**config.mk**
```make
export PLATFORM = sky130hd
export DESIGN_NAME = sensor_request_scheduler
export DESIGN_NICKNAME = d
export VERILOG_FILES = /design/src/rtl/sensor_request_scheduler.sv
export SDC_FILE = /design/constraint.sdc
export NUM_CORES = 1
export LEC_CHECK = 0
export CORE_MARGIN = 1
export CORE_UTILIZATION = 53
export CTS_CLUSTER_DIAMETER = 150
export DETAILED_ROUTE_END_ITERATION = 7
export DONT_BUFFER_PORTS = 1
export MAX_ROUTING_LAYER = met4
export PLACE_DENSITY_LB_ADDON = 0.15
export SLEW_MARGIN = 20
export SYNTH_ARGS = -nofsm -noshare
export SYNTH_HDL_FRONTEND = slang
export SYNTH_SLANG_ARGS = --single-unit
export TNS_END_PERCENT = 100
```
**constraint.sdc**
```tcl
create_clock -name clock_50Mhz -period 7.8 [get_ports clock_50Mhz]
set_input_delay 1.56 -clock clock_50Mhz [delete_from_list [all_inputs] [get_ports clock_50Mhz]]
set_output_delay 1.56 -clock clock_50Mhz [all_outputs]
set_load 0.01 [all_outputs]
```
**src/rtl/sensor_request_scheduler.sv**
```systemverilog
// rtl/sensor_request_scheduler.sv - queued sensor request dispatcher with timeout and checksum check
module sensor_request_scheduler #(
    parameter int NUM_SENSORS    = 4,
    parameter int DEPTH          = 4,
    parameter int TIMEOUT_CYCLES = 5000000
) (
    input  logic                      clock_50Mhz,
    input  logic                      reset,
    input  logic                      cmd_valid,
    input  logic [7:0]                cmd_byte,
    input  logic [7:0]                addr_byte,
    output logic                      cmd_ready,
    output logic                      overflow,
    output logic [NUM_SENSORS-1:0]    sensor_enable,
    input  logic [NUM_SENSORS-1:0]    sensor_done,
    input  logic [40*NUM_SENSORS-1:0] sensor_data,
    output logic                      rsp_valid,
    output logic [15:0]               rsp_data,
    input  logic                      rsp_ready
);

    localparam int PW = (DEPTH > 1) ? $clog2(DEPTH) : 1;
    localparam int AW = (NUM_SENSORS > 1) ? $clog2(NUM_SENSORS) : 1;
    localparam int CW = $clog2(TIMEOUT_CYCLES + 1);
    localparam logic [7:0]    NUM_SENSORS_B = 8'(NUM_SENSORS);
    localparam logic [CW-1:0] TIMEOUT_LAST  = CW'(TIMEOUT_CYCLES - 1);

    typedef enum logic [2:0] {IDLE, DECODE, WAIT, EVAL, RESPOND} state_t;

    logic [15:0]   fifo_mem [DEPTH];
    logic [PW-1:0] wr_ptr, rd_ptr;
    logic [PW:0]   count;
    logic          full, empty, push, pop;

    state_t           state, state_next;
    logic [7:0]       cur_cmd, cur_addr;
    logic [39:0]      reading;
    logic [15:0]      rsp_reg, rsp_next;
    logic [CW-1:0]    cnt, cnt_next;
    logic [NUM_SENSORS-1:0] en_next;
    logic             cap;
    logic [AW-1:0]    sel;
    logic             cmd_ok, addr_ok, csum_ok;
    logic [7:0]       csum;

    assign full      = (count == (PW+1)'(DEPTH));
    assign empty     = (count == '0);
    assign push      = cmd_valid && !full;
    assign cmd_ready = !full;

    always_ff @(posedge clock_50Mhz) begin
        if (push) fifo_mem[wr_ptr] <= {cmd_byte, addr_byte};
    end

    // Pointers wrap naturally because DEPTH is a power of two.
    always_ff @(posedge clock_50Mhz or posedge reset) begin
        if (reset) begin
            wr_ptr   <= '0;
            rd_ptr   <= '0;
            count    <= '0;
            overflow <= 1'b0;
        end else begin
            if (push) wr_ptr <= wr_ptr + 1'b1;
            if (pop)  rd_ptr <= rd_ptr + 1'b1;
            if (push && !pop)      count <= count + 1'b1;
            else if (!push && pop) count <= count - 1'b1;
            if (cmd_valid && full) overflow <= 1'b1;
        end
    end

    assign sel     = cur_addr[AW-1:0];
    assign cmd_ok  = (cur_cmd <= 8'h02);
    assign addr_ok = (cur_addr < NUM_SENSORS_B);
    assign csum    = reading[39:32] + reading[31:24] + reading[23:16] + reading[15:8];
    assign csum_ok = (csum == reading[7:0]);

    always_ff @(posedge clock_50Mhz or posedge reset) begin
        if (reset) begin
            state         <= IDLE;
            cur_cmd       <= '0;
            cur_addr      <= '0;
            reading       <= '0;
            rsp_reg       <= '0;
            cnt           <= '0;
            sensor_enable <= '0;
        end else begin
            state         <= state_next;
            rsp_reg       <= rsp_next;
            cnt           <= cnt_next;
            sensor_enable <= en_next;
            if (pop) {cur_cmd, cur_addr} <= fifo_mem[rd_ptr];
            if (cap) reading <= sensor_data[40*sel +: 40];
        end
    end

    always_comb begin
        state_next = state;
        pop        = 1'b0;
        cap        = 1'b0;
        en_next    = '0;
        cnt_next   = cnt;
        rsp_next   = rsp_reg;
        case (state)
            IDLE: begin
                if (!empty) begin
                    pop        = 1'b1;
                    state_next = DECODE;
                end
            end
            DECODE: begin
                // Unknown command outranks an out-of-range address.
                if (!cmd_ok) begin
                    rsp_next   = 16'hFE00;
                    state_next = RESPOND;
                end else if (!addr_ok) begin
                    rsp_next   = {8'hFD, cur_addr};
                    state_next = RESPOND;
                end else begin
                    en_next    = NUM_SENSORS'(1) << sel;
                    cnt_next   = '0;
                    state_next = WAIT;
                end
            end
            WAIT: begin
                if (sensor_done[sel]) begin
                    cap        = 1'b1;
                    state_next = EVAL;
                end else if (cnt == TIMEOUT_LAST) begin
                    rsp_next   = 16'h1F00;
                    state_next = RESPOND;
                end else begin
                    cnt_next = cnt + 1'b1;
                end
            end
            EVAL: begin
                state_next = RESPOND;
                if (!csum_ok) begin
                    rsp_next = 16'h1F00;
                end else begin
                    case (cur_cmd)
                        8'h00:   rsp_next = 16'h0800;
                        8'h01:   rsp_next = {8'h0A, reading[23:16]};
                        default: rsp_next = {8'h09, reading[39:32]};
                    endcase
                end
            end
            RESPOND: begin
                if (rsp_ready) state_next = IDLE;
            end
            default: state_next = IDLE;
        endcase
    end

    assign rsp_valid = (state == RESPOND);
    assign rsp_data  = rsp_reg;

endmodule

```
---- After elaboration in Yosys (flattened, before gate mapping) ----
Memories as Yosys holds them, arrays and structs flattened. A register that Yosys moved wholly into a read port is not among the register bits.
Cells that the tools add are included.
word-level totals
  flip-flop bits (word level) ............. 94
  latch bits .............................. 0
  bits in writable memories ............... 64
  memory bits (read-only) ................. 0
  input bits .............................. 184
  output and inout bits ................... 23
  logic and storage cells ................. 89
  memories ................................ 1
operators by class
  add/subtract/negate cells ............... 8
  $mul .................................... 1
  divide/modulo/power cells ............... 0
  order comparisons ....................... 3
  equal/unequal tests ..................... 17
  shift operators ......................... 2
  multiplexer cells ....................... 32
  bitwise logic cells ..................... 0
  reduce and logical (&&, ||, !) cells .... 16
memory list
  memory    words  bits a word  rd ports  clocked after memory_dff  wr ports  RTL line  source
  fifo_mem  4      16           1         1                         1         30        logic [15:0] fifo_mem [DEPTH];
operators by type and width
  cell                                                             number
  variable part select 160 x 9 -> 40 bit                           1
  two-way mux 23 bit                                               4
  two-way mux 16 bit                                               4
  one-hot mux 16 bit (3 select lines)                              1
  one-hot mux 23 bit (2 select lines)                              1
  adder 8 bit                                                      3
  two-way mux 3 bit                                                8
  adder 23 x 1 -> 23 bit (second input constant)                   1
  == test 23 bit (second input constant)                           1
  one-hot mux 10 bit (2 select lines)                              1
  one-hot mux 3 bit (5 select lines)                               1
  two-way mux 13 bit                                               1
  two-way mux 4 bit                                                3
  != test 2 bit (second input constant)                            6
  == test 8 x 1 -> 1 bit (second input constant)                   1
  == test 8 bit                                                    1
  less-or-equal comparator 8 x 2 -> 1 bit (second input constant)  1
  logical NOT 8 bit                                                1
  less-than comparator 8 x 3 -> 1 bit (second input constant)      1
  two-way mux 1 bit                                                7
  == test 3 x 2 -> 1 bit (second input constant)                   2
  == test 3 bit (second input constant)                            2
  logical NOT 3 bit                                                2
  != test 3 bit (second input constant)                            2
  16 further kinds                                                 23

---- Logic depth before layout (Yosys ltp) ----
Gate-level depths: netlist (run 1).
  depth in word-level cells ............... 7
  gate-level depth with buffers ........... 13
  mapped depth without buffers ............ 12

---- Least setup slack after synthesis (run 1) ----
OpenSTA, ideal clock, no wires.
  path kind ............................... reg-to-reg
  start ................................... register reading[9]
  end ..................................... register rsp_reg[12] (netlist: rsp_data[12])
  setup time .............................. 125 ps
  arrival ................................. 3582 ps
  required time ........................... 7675 ps
  setup slack ............................. 4093 ps
  stages on the path, launching flop included .. 14
  path buffers ............................ 1
  period minus slack after synthesis ...... 3707 ps
  cell sequence ........................... dfrtp_1 fa_1 inv_1 fa_1 inv_1 ha_1 fa_1 a21o_1 a21oi_1 o21ai_0 xnor2_1 or4_1 buf_2 mux2_2
between the ends
  cells in the longest elaborated chain, start to end .. 4
RTL lines
  element                              RTL line  source
  from (decl)                          37        logic [39:0] reading;
  from (signal assigned)               92        if (cap) reading <= sensor_data[40*sel +: 40];
  adder 8 bit                          74        assign csum = reading[39:32] + reading[31:24] + reading[23:16] + reading[15:8];
  == test 8 bit                        75        assign csum_ok = (csum == reading[7:0]);
  two-way mux 13 bit                   137       if (!csum_ok) begin
  one-hot mux 16 bit (3 select lines)  103       case (state)
  to (signal assigned)                 88        rsp_reg <= rsp_next;
  to (decl)                            38        logic [15:0] rsp_reg, rsp_next;
No other way between the ends.
A chain may end at the register's enable or synchronous reset.

---- Worst setup path in the final report (run 1) ----
  start ................................... input sensor_done[3]
  end ..................................... register cnt[19]
between the ends
  cells in the longest elaborated chain, start to end .. 4
RTL lines
  element                                  RTL line  source
  from (decl)                              15        input logic [NUM_SENSORS-1:0] sensor_done,
  binary-select mux 1 bit (select 2 bit)   125       if (sensor_done[sel]) begin
  two-way mux 1 bit (not written as such)  125
  != test 2 bit (no line)                  --
  AND reduction 5 bit (no line)            --
  to (signal assigned)                     89        cnt <= cnt_next;
  to (decl)                                39        logic [CW-1:0] cnt, cnt_next;
No other way between the ends. The select of a mux whose other input is x is not followed.

==> results of run 1 <==
## final cells by class
cell class | instances | area (um^2)
multi-input combinational | 392 | 3980
clock buffer | 20 | 458
timing repair buffer | 2 | 15.0
tap | 216 | 270
clock inverter | 12 | 97.6
sequential | 171 | 4600
inverter | 20 | 77.6
fill | 1250 | 6560
## per-layer routing
metal / vias to the layer above / share of wire / global-route usage / wire length (um)
li1: 2328 / - / - / -
met4: 0 / 0.012 / 0.0730 / 226
met1: 2657 / 0.42 / 0.293 / 7800
met2: 137 / 0.51 / 0.369 / 9440
met5: - / 0 / - / 0
met3: 14 / 0.057 / 0.0582 / 1050
## cell families (layout without fill, tap and decap cells)
family / count (synthesis) / count (layout) / share of synthesized area
compound gates: 80 / 80 / 0.0564
xor+xnor: 25 / 25 / 0.0249
fa+ha+maj: 28 / 28 / 0.0526
buf+inv: 55 / 54 / 0.0267
flops: 171 / 171 / 0.523
mux: 123 / 123 / 0.229
simple gates: 136 / 136 / 0.0874
## power by group
group	switching (mW)	leakage [nW]	internal, mW
clock network	0.362	0.274	0.434
registers	0.320	1.92	1.21
logic	1.04	1.45	1.11
## path summary, 6_finish.rpt
| kind | start | to | cells past startpoint |
|---|---|---|---|
| worst min register to register | cur_cmd[5]$_DFFE_PP0P_ | cur_cmd[5]$_DFFE_PP0P_ | 1 |
| max in group asynchronous | reset | rd_ptr[0]$_DFFE_PP0P_ | 2 |
| worst min-delay path | cur_cmd[5]$_DFFE_PP0P_ | cur_cmd[5]$_DFFE_PP0P_ | 1 |
| min in group asynchronous | reset | sensor_enable[0]$_DFF_PP0_ | 1 |
| worst max register to register | reading[9]$_DFFE_PP0P_ | rsp_data[12]$_DFFE_PP0P_ | 12 |
| worst max-delay path | sensor_done[3] | cnt[19]$_DFFE_PP0P_ | 5 |
## synthesized netlist by cell type (6+ instances only)
cell,number,share of area
mux2_2,58,0.074
clkbuf_1,16,0.0068
or3_1,9,0.0064
mux4_2,57,0.15
ha_1,13,0.018
inv_1,20,0.0085
fa_1,15,0.034
nand3_1,9,0.0051
dfrtp_1,107,0.30
or4_1,13,0.011
nand4_1,7,0.0050
edfxtp_1,64,0.22
buf_1,6,0.0026
and3_1,14,0.010
o31ai_1,18,0.015
buf_2,8,0.0046
mux2i_1,8,0.0091
and2_1,9,0.0064
nand2_1,28,0.012
nor2_1,20,0.0085
xnor2_1,18,0.018
a21oi_1,29,0.016
xor2_1,7,0.0070
o21ai_0,17,0.0097
## per-stage QoR
| step | hold WS (ns) | total power [mW] | std cells | area [um^2] | setup WS (ns) |
|---|---|---|---|---|---|
| 6_report | 0.512 | 4.48 | 833 | 9500 | 3.74 |
| 5_1_grt | 0.541 | 4.81 | 833 | 9500 | 3.52 |
| 4_1_cts | 0.516 | 4.53 | 833 | 9500 | 3.72 |
| 3_5_place_dp | 0.502 | 3.72 | 801 | 8940 | 3.27 |
| 3_3_place_gp | 0.491 | 3.63 | 801 | 8940 | 3.39 |
| 2_1_floorplan | 0.479 | 3.27 | 618 | 8800 | 3.42 |
## registers in the layout (all words and copies together) (netlist names)
register and cells:
sensor_enable 4, state 3, rd_ptr 2, fifo_mem 64
overflow 1, cur_addr 8, count 3, wr_ptr 2
cur_cmd 8, cnt 23, reading 40, rsp_data 13
## worst max-delay path: stages
cell and delay (ns):
mux4_2 0.51, nand2_2 0.76, o211ai_2 0.70, or4_1 0.69, a21oi_1 0.17
==> metrics.csv, run 1 <==
stage;metric;value;unit
cts;clk_pin_slew;0.07;ns
sta;setup_viol_count_final;0;
critical_path;r2r_slack;3.74;ns
logic_synthesis;synth_fp_nets;830;
cts;clock_latency;0.43;ns
cells_and_area;layout_common_cells;dfrtp_1 (104), edfxtp_1 (64), mux2_2 (58);
cts;post_cts_buffers;0;
sta;period_minus_slack;4.06;ns
critical_path;path_class;primary input to register;
floorplanning;chipHeight;131;um
logic_synthesis;synth_seq_cells;171;
pwr;power_leakage;3.65;nW
cts;cts_made_buffers;17;
sta;finalCritPeriodShare;0.520;
logic_synthesis;postSynthCellCount;618;
sta;slew_viol_final;0;
sta;clock-skew-final;0.0101;ns
min_path;holdCritPathClass;register to register;
floorplanning;coreArea;0.0161;mm^2
placement;dp_hpwl;13200;um
detailed_routing;dr_total_vias;5136;
floorplanning;num_rows;46;
logic_synthesis;yosys_warnings;0;
sta;fin_setup_tns;0;ns
detailed_routing;ant_nets;0;
cells_and_area;fin_util;0.592;
pwr;ir_worst_vdd;351;uV
floorplanning;start_util;0.548;
cells_and_area;diodes;0;
detailed_routing;drc;0;
logic_synthesis;ys_seq_area_frac;0.523;
floorplanning;dieWidth;131;um
detailed_routing;drt-wirelength-per-cell;22.2;um
cts;cts_hold_buf;0;
cts;cts-resized-gates;0;
global_route;grt_pass1_wl;27900;um
pwr;p_per_area;471;mW/mm^2
critical_path;worstPathRequired;8.14;ns
placement;gp_congestion;0.812;
job;maxCapViolCount;0;
detailed_routing;via_per_inst;6.17;
global_route;antenna_found_initial;0;
sta;timing.fmax;0.246;GHz
global_route;grt.total_usage;0.232;
placement;io_buffers;0;
cells_and_area;final_common_cell;dfrtp_1;
cts;clock-root-buffer;clkbuf_16;
cts;cts_buffer_depth;2;
cells_and_area;drive_above_1_share;0.267;
cells_and_area;syn_to_final_growth;7.96;%
cts;cts_tree;done;
logic_synthesis;synth_cell_types;55;
detailed_routing;routed_wirelength;18500;um
detailed_routing;firstDrtPassIters;5;
logic_synthesis;synthesis.area;0.00880;mm^2
cells_and_area;finalNetCount;816;
cts;clkSinkCount;171;
critical_path;critPathArrivalTime;4.40;ns
global_route;gr-total-overflow;0;
critical_path;crit_fanout;42;
critical_path;end_kind;register;
floorplanning;die_area;0.0171;mm^2
outcome;outcome;finished clean;
logic_synthesis;synth_async_sr_flop_share;0.626;
sta;hold_violations;0;
cts;h-tree-depth;4;
global_route;grt_max_degree;75;
logic_synthesis;ys.flop_type;dfrtp_1;
logic_synthesis;postSynthAreaPerCell;14.2;um^2
sta;worst_pin_slew;1.10;ns
critical_path;critPathLaunchType;primary input;
sta;rsz0062_at_grt;no;
global_route;first_global_vias;5299;
floorplanning;io_pins;207;
sta;max_slew_margin;0.264;
logic_synthesis;synth-edff-count;64;
detailed_routing;first_iter_violations;308;
(Power assumes the default switching activity.)
==> run 2: changes to the inputs <==
==> constraint.sdc (replaced) <==
create_clock -name clock_50Mhz -period 3.55 [get_ports clock_50Mhz]
set_input_delay 0.71 -clock clock_50Mhz [delete_from_list [all_inputs] [get_ports clock_50Mhz]]
set_output_delay 0.71 -clock clock_50Mhz [all_outputs]
set_load 0.01 [all_outputs]
==> metrics.csv, run 2 (synthesis results as in run 1) <==
stage;metric;value;unit
sta;period_minus_slack;3.66;ns
detailed_routing;via_per_inst;6.17;
detailed_routing;firstDrtPassIters;4;
sta;clock-skew-final;0.0128;ns
critical_path;critPathLaunchType;register;
floorplanning;start_util;0.548;
cells_and_area;num-fill-cells;1202;
floorplanning;chipHeight;131;um
cells_and_area;finalNetCount;833;
critical_path;max_stage_delay;0.61;ns
sta;worst_pin_slew;0.882;ns
cts;clk_pin_slew;0.07;ns
global_route;first_global_vias;5360;
floorplanning;coreArea;0.0161;mm^2
critical_path;cp_common_cell;fa_1;
cts;cts_tree;done;
cts;clkSinkCount;171;
critical_path;end_kind;register;
floorplanning;io_pins;207;
outcome;outcome;complete, but fails checks;
cells_and_area;diodes;0;
detailed_routing;first_iter_violations;259;
placement;gp_congestion;0.886;
placement;dpl-instance-area;0.00904;mm^2
critical_path;critPathArrivalTime;3.99;ns
floorplanning;num_rows;46;
global_route;gr-total-overflow;0;
min_path;holdCritPathClass;primary input to async pin;
cells_and_area;final_common_cell;dfrtp_1;
cts;cts_hold_buf;0;
job;maxCapViolCount;0;
detailed_routing;drc;0;
critical_path;cp_cell_sequence;fa_1 -> inv_1 -> fa_1 -> inv_2 -> ha_4 -> fa_2 -> xnor2_2 -> nand4_1 -> nor2_2 -> nand3_2 -> or4_4 -> o31ai_1;
detailed_routing;ant_nets;0;
sta;slew_viol_final;0;
pwr;ir_worst_vdd;848;uV
cells_and_area;syn_to_final_growth;10.2;%
global_route;antenna_found_initial;0;
critical_path;worstPathRequired;3.88;ns
sta;hold_violations;0;
floorplanning;die_area;0.0171;mm^2
critical_path;path_class;register to register;
cells_and_area;largestRegisters;fifo_mem x64, reading x40, cnt x23;
cts;clock_latency;0.44;ns
cts;h-tree-depth;4;
critical_path;crit_fanout;4;
cts;clock-root-buffer;clkbuf_16;
cells_and_area;regMostFlops;fifo_mem;
placement;pre_cts_ws;-0.182;ns
pwr;power_leakage;3.73;nW
placement;dp_hpwl;13000;um
cells_and_area;final_area;0.00969;mm^2
critical_path;crit_path_top_delay_cell;or4_4;
global_route;grt_max_degree;62;
detailed_routing;drt-wirelength-per-cell;21.6;um
cts;cts_buffer_depth;2;
outcome;violations;setup timing;
sta;setup_viol_count_final;9;
detailed_routing;dr_total_vias;5247;
sta;finalCritPeriodShare;1.03;
global_route;grt_pass1_wl;28100;um
global_route;grt.total_usage;0.230;
cells_and_area;fin_util;0.604;
cells_and_area;drive_above_1_share;0.303;
detailed_routing;routed_wirelength;18400;um
cells_and_area;largest_reg_flops;64;
sta;rsz0062_at_grt;yes;
pwr;p_per_area;1090;mW/mm^2
cts;cts_made_buffers;17;
sta;timing.fmax;0.273;GHz
placement;io_buffers;0;
sta;max_slew_margin;0.410;
floorplanning;dieWidth;131;um
cells_and_area;layout_common_cells;dfrtp_1 (105), edfxtp_1 (64), mux2_2 (58);
sta;setup_ws;-0.112;ns
-- run 2: layout make-up --
type | count | area [um^2] | area share
inverter | 20 | 77.6 | 0.00800
tap | 216 | 270 | 0.0279
multi-input combinational | 393 | 4070 | 0.420
clock buffer | 20 | 437 | 0.0450
timing repair buffer | 18 | 135 | 0.0139
sequential | 171 | 4600 | 0.475
clock inverter | 12 | 105 | 0.0108
-- run 2: worst paths after layout --
| path | from | to | slack [ns] | depth (start not counted) |
|---|---|---|---|---|
| worst max-delay path | reading[9]$_DFFE_PP0P_ | rsp_data[5]$_DFFE_PP0P_ | -0.11 | 12 |
| min in group clock_50Mhz | addr_byte[1] | fifo_mem[3][1]$_DFFE_PP_ | 0.36 | 0 |
| worst min register to register | cur_cmd[4]$_DFFE_PP0P_ | cur_cmd[4]$_DFFE_PP0P_ | 0.51 | 1 |
| worst min-delay path | reset | cnt[18]$_DFFE_PP0P_ | 0.29 | 1 |
| max in group asynchronous | reset | cur_addr[0]$_DFFE_PP0P_ | 2.38 | 2 |
| worst max register to register | reading[9]$_DFFE_PP0P_ | rsp_data[5]$_DFFE_PP0P_ | -0.11 | 12 |
-- run 2: metrics by stage --
step           total power, mW  setup TNS [ns]  hold WS, ns  instances
6_report                  10.5          -0.632        0.287        850
5_1_grt                   11.3           -2.06        0.343        850
4_1_cts                   10.2           -1.27        0.309        846
3_5_place_dp              8.41           -1.18        0.495        813
3_3_place_gp              8.24          -0.581        0.492        813
2_1_floorplan             7.29         -0.0138        0.479        618
-- run 2: worst max-delay path: cells and delay by family (launching register included) --
family,cells,cell delay (ns)
adder cells (fa/ha/maj),4,1.73
AND/OR/NAND/NOR,4,0.97
flip-flops,1,0.40
AO/OA/AOI/OAI,1,0.25
XOR/XNOR,1,0.11
buffers and inverters,2,0.10
-- run 2: what timing repair did --
action / CTS / global route
pin swaps: 1 / 3
endpoints found under the setup margin: 9 / 10
resized for setup: 2 / 10
setup buffers: 1 / 4
hold endpoints to repair: 0 / 0
cloned: 0 / 1
-- run 2: where the power goes --
part,switching (mW),internal [mW]
logic,2.83,2.78
registers,0.523,2.67
clock network,0.806,0.919
-- run 2: routing by layer --
layer  routed length, um  vias up  global-route usage  part of all wire
li1                    -     2365                   -                 -
met1                7750     2708               0.289              0.42
met2                9200      157               0.361              0.50
met3                1230       17              0.0664             0.067
met4                 187        0              0.0751             0.010
met5                   0        -                   -                 0
==> run 3: changes to the inputs <==
--- a/config.mk
+++ b/config.mk
@@ -5,6 +5,7 @@
 export SDC_FILE = /design/constraint.sdc
 export NUM_CORES = 1
 export LEC_CHECK = 0
+export CAP_MARGIN = 40
 export CORE_MARGIN = 1
 export CORE_UTILIZATION = 53
 export CTS_CLUSTER_DIAMETER = 150
==> constraint.sdc (replaced) <==
create_clock -name clock_50Mhz -period 4.3 [get_ports clock_50Mhz]
set_input_delay 0.86 -clock clock_50Mhz [delete_from_list [all_inputs] [get_ports clock_50Mhz]]
set_output_delay 0.86 -clock clock_50Mhz [all_outputs]
set_load 0.01 [all_outputs]
==> metrics.csv, run 3 (synthesis results as in run 1) <==
stage;metric;value;unit
outcome;outcome;finished clean;
critical_path;cp_cell_sequence;fa_1 -> inv_1 -> fa_1 -> inv_1 -> ha_1 -> fa_1 -> a21o_1 -> a21oi_1 -> o21ai_0 -> xnor2_1 -> or4_1 -> mux2_2;
critical_path;crit_path_top_delay_cell;or4_1;
pwr;power_leakage;3.72;nW
critical_path;crit_family;adder cells;
sta;worst_pin_slew;0.845;ns
global_route;grt.total_usage;0.233;
critical_path;crit_fanout;9;
sta;rsz0062_at_grt;no;
floorplanning;die_area;0.0171;mm^2
sta;slew_viol_final;0;
pwr;p_per_area;854;mW/mm^2
detailed_routing;ant_nets;0;
floorplanning;io_pins;207;
cells_and_area;largestRegisters;fifo_mem x64, reading x40, cnt x23;
critical_path;path_class;register to register;
detailed_routing;firstDrtPassIters;4;
critical_path;worst-path-buf-inv;2;
cts;clk_pin_slew;0.07;ns
sta;max_slew_margin;0.436;
cts;cts_buffer_depth;2;
placement;dp_hpwl;13900;um
cells_and_area;drive_above_1_share;0.280;
detailed_routing;drt-wirelength-per-cell;22.1;um
sta;setup_viol_count_final;0;
cells_and_area;final_common_cell;dfrtp_1;
detailed_routing;drc;0;
placement;gp_congestion;0.831;
cts;cts_made_buffers;17;
cells_and_area;seq_area;0.00460;mm^2
sta;timing.fmax;0.251;GHz
cells_and_area;layout_common_cells;dfrtp_1 (105), edfxtp_1 (64), mux2_2 (58);
cts;cts_tree;done;
critical_path;reg2reg_depth;12;
floorplanning;coreArea;0.0161;mm^2
global_route;antenna_found_initial;0;
cts;clock_latency;0.43;ns
cts;clkSinkCount;171;
cells_and_area;syn_to_final_growth;9.64;%
sta;period_minus_slack;3.99;ns
floorplanning;dieWidth;131;um
cells_and_area;finalNetCount;828;
critical_path;cp_common_cell;fa_1;
cells_and_area;regMostFlops;fifo_mem;
critical_path;end_kind;register;
cts;clock-root-buffer;clkbuf_16;
cts;h-tree-depth;4;
detailed_routing;dr_total_vias;5148;
critical_path;critPathLaunchType;register;
global_route;grt_max_degree;55;
global_route;grt_pass1_wl;28300;um
critical_path;max_stage_delay;0.67;ns
critical_path;worstPathRequired;4.61;ns
cts;cts-resized-gates;0;
cells_and_area;num-fill-cells;1207;
floorplanning;num_rows;46;
sta;hold_violations;0;
pwr;ir_worst_vdd;607;uV
placement;numPlacedInstances;811;
cts;post_cts_buffers;0;
floorplanning;chipHeight;131;um
cells_and_area;fin_util;0.601;
cells_and_area;largest_reg_flops;64;
critical_path;worst-path-stages;12;
critical_path;critPathArrivalTime;4.29;ns
cts;cts_hold_buf;0;
sta;clock-skew-final;0.0111;ns
floorplanning;start_util;0.548;
min_path;holdCritPathClass;primary input to async pin;
detailed_routing;routed_wirelength;18700;um
cells_and_area;instances_no_fill;845;
global_route;first_global_vias;5249;
sta;finalCritPeriodShare;0.927;
sta;fin_setup_tns;0;ns
placement;io_buffers;0;
detailed_routing;first_iter_violations;285;
critical_path;r2r_slack;0.31;ns
cells_and_area;diodes;0;
detailed_routing;via_per_inst;6.09;
global_route;gr-total-overflow;0;
job;maxCapViolCount;0;
cells_and_area;multi_input_area;0.00397;mm^2
-- run 3: cell type report --
type                            instances  area share
Tap cell                              216      0.0280
Timing Repair Buffer                   14      0.0172
Clock inverter                         11      0.0102
Inverter                               20     0.00804
Clock buffer                           21      0.0479
Sequential cell                       171       0.477
Multi-Input combinational cell        392       0.412
-- run 3: final timing paths --
kind | start | end
hold reg to reg | reading[14]$_DFFE_PP0P_ | reading[14]$_DFFE_PP0P_
min in group clock_50Mhz | reading[14]$_DFFE_PP0P_ | reading[14]$_DFFE_PP0P_
setup / recovery | reading[9]$_DFFE_PP0P_ | rsp_data[12]$_DFFE_PP0P_
hold / removal | reset | sensor_enable[1]$_DFF_PP0_
setup reg to reg | reading[9]$_DFFE_PP0P_ | rsp_data[12]$_DFFE_PP0P_
max in group asynchronous | reset | cur_addr[1]$_DFFE_PP0P_
-- run 3: routing by layer --
layer / routed length (um) / vias up / part of all wire / track usage
met4: 176 / 0 / 0.0094 / 0.0602
met2: 9660 / 130 / 0.52 / 0.378
met3: 961 / 14 / 0.052 / 0.0517
met1: 7860 / 2647 / 0.42 / 0.298
met5: 0 / - / 0 / -
li1: - / 2357 / - / -
-- run 3: stage by stage --
step,power [mW],hold WS (ns),worst slack [ns],cell area (um^2)
finish,8.24,0.402,0.315,9650
global route,8.86,0.451,0.177,9650
global placement,6.56,0.497,0.414,8960
CTS,8.26,0.425,0.316,9610
floorplan,5.93,0.479,0.593,8800
detailed placement,6.79,0.504,0.336,9050
-- run 3: worst reg2reg max path, cell delays in order, from the launching register on --
cell	delay (ns)
dfrtp_1	0.40
fa_1	0.53
inv_1	0.05
fa_1	0.49
inv_1	0.04
ha_1	0.22
fa_1	0.41
a21o_1	0.17
a21oi_1	0.23
o21ai_0	0.15
xnor2_1	0.17
or4_1	0.67
mux2_2	0.33
-- run 3: power by group --
| part | internal [mW] | switching [mW] | leakage, nW | total [mW] |
|---|---|---|---|---|
| combinational | 2.10 | 2.03 | 1.53 | 4.13 |
| sequential | 2.20 | 0.453 | 1.92 | 2.65 |
| clock | 0.793 | 0.663 | 0.275 | 1.46 |
| total | 5.10 | 3.14 | 3.72 | 8.24 |
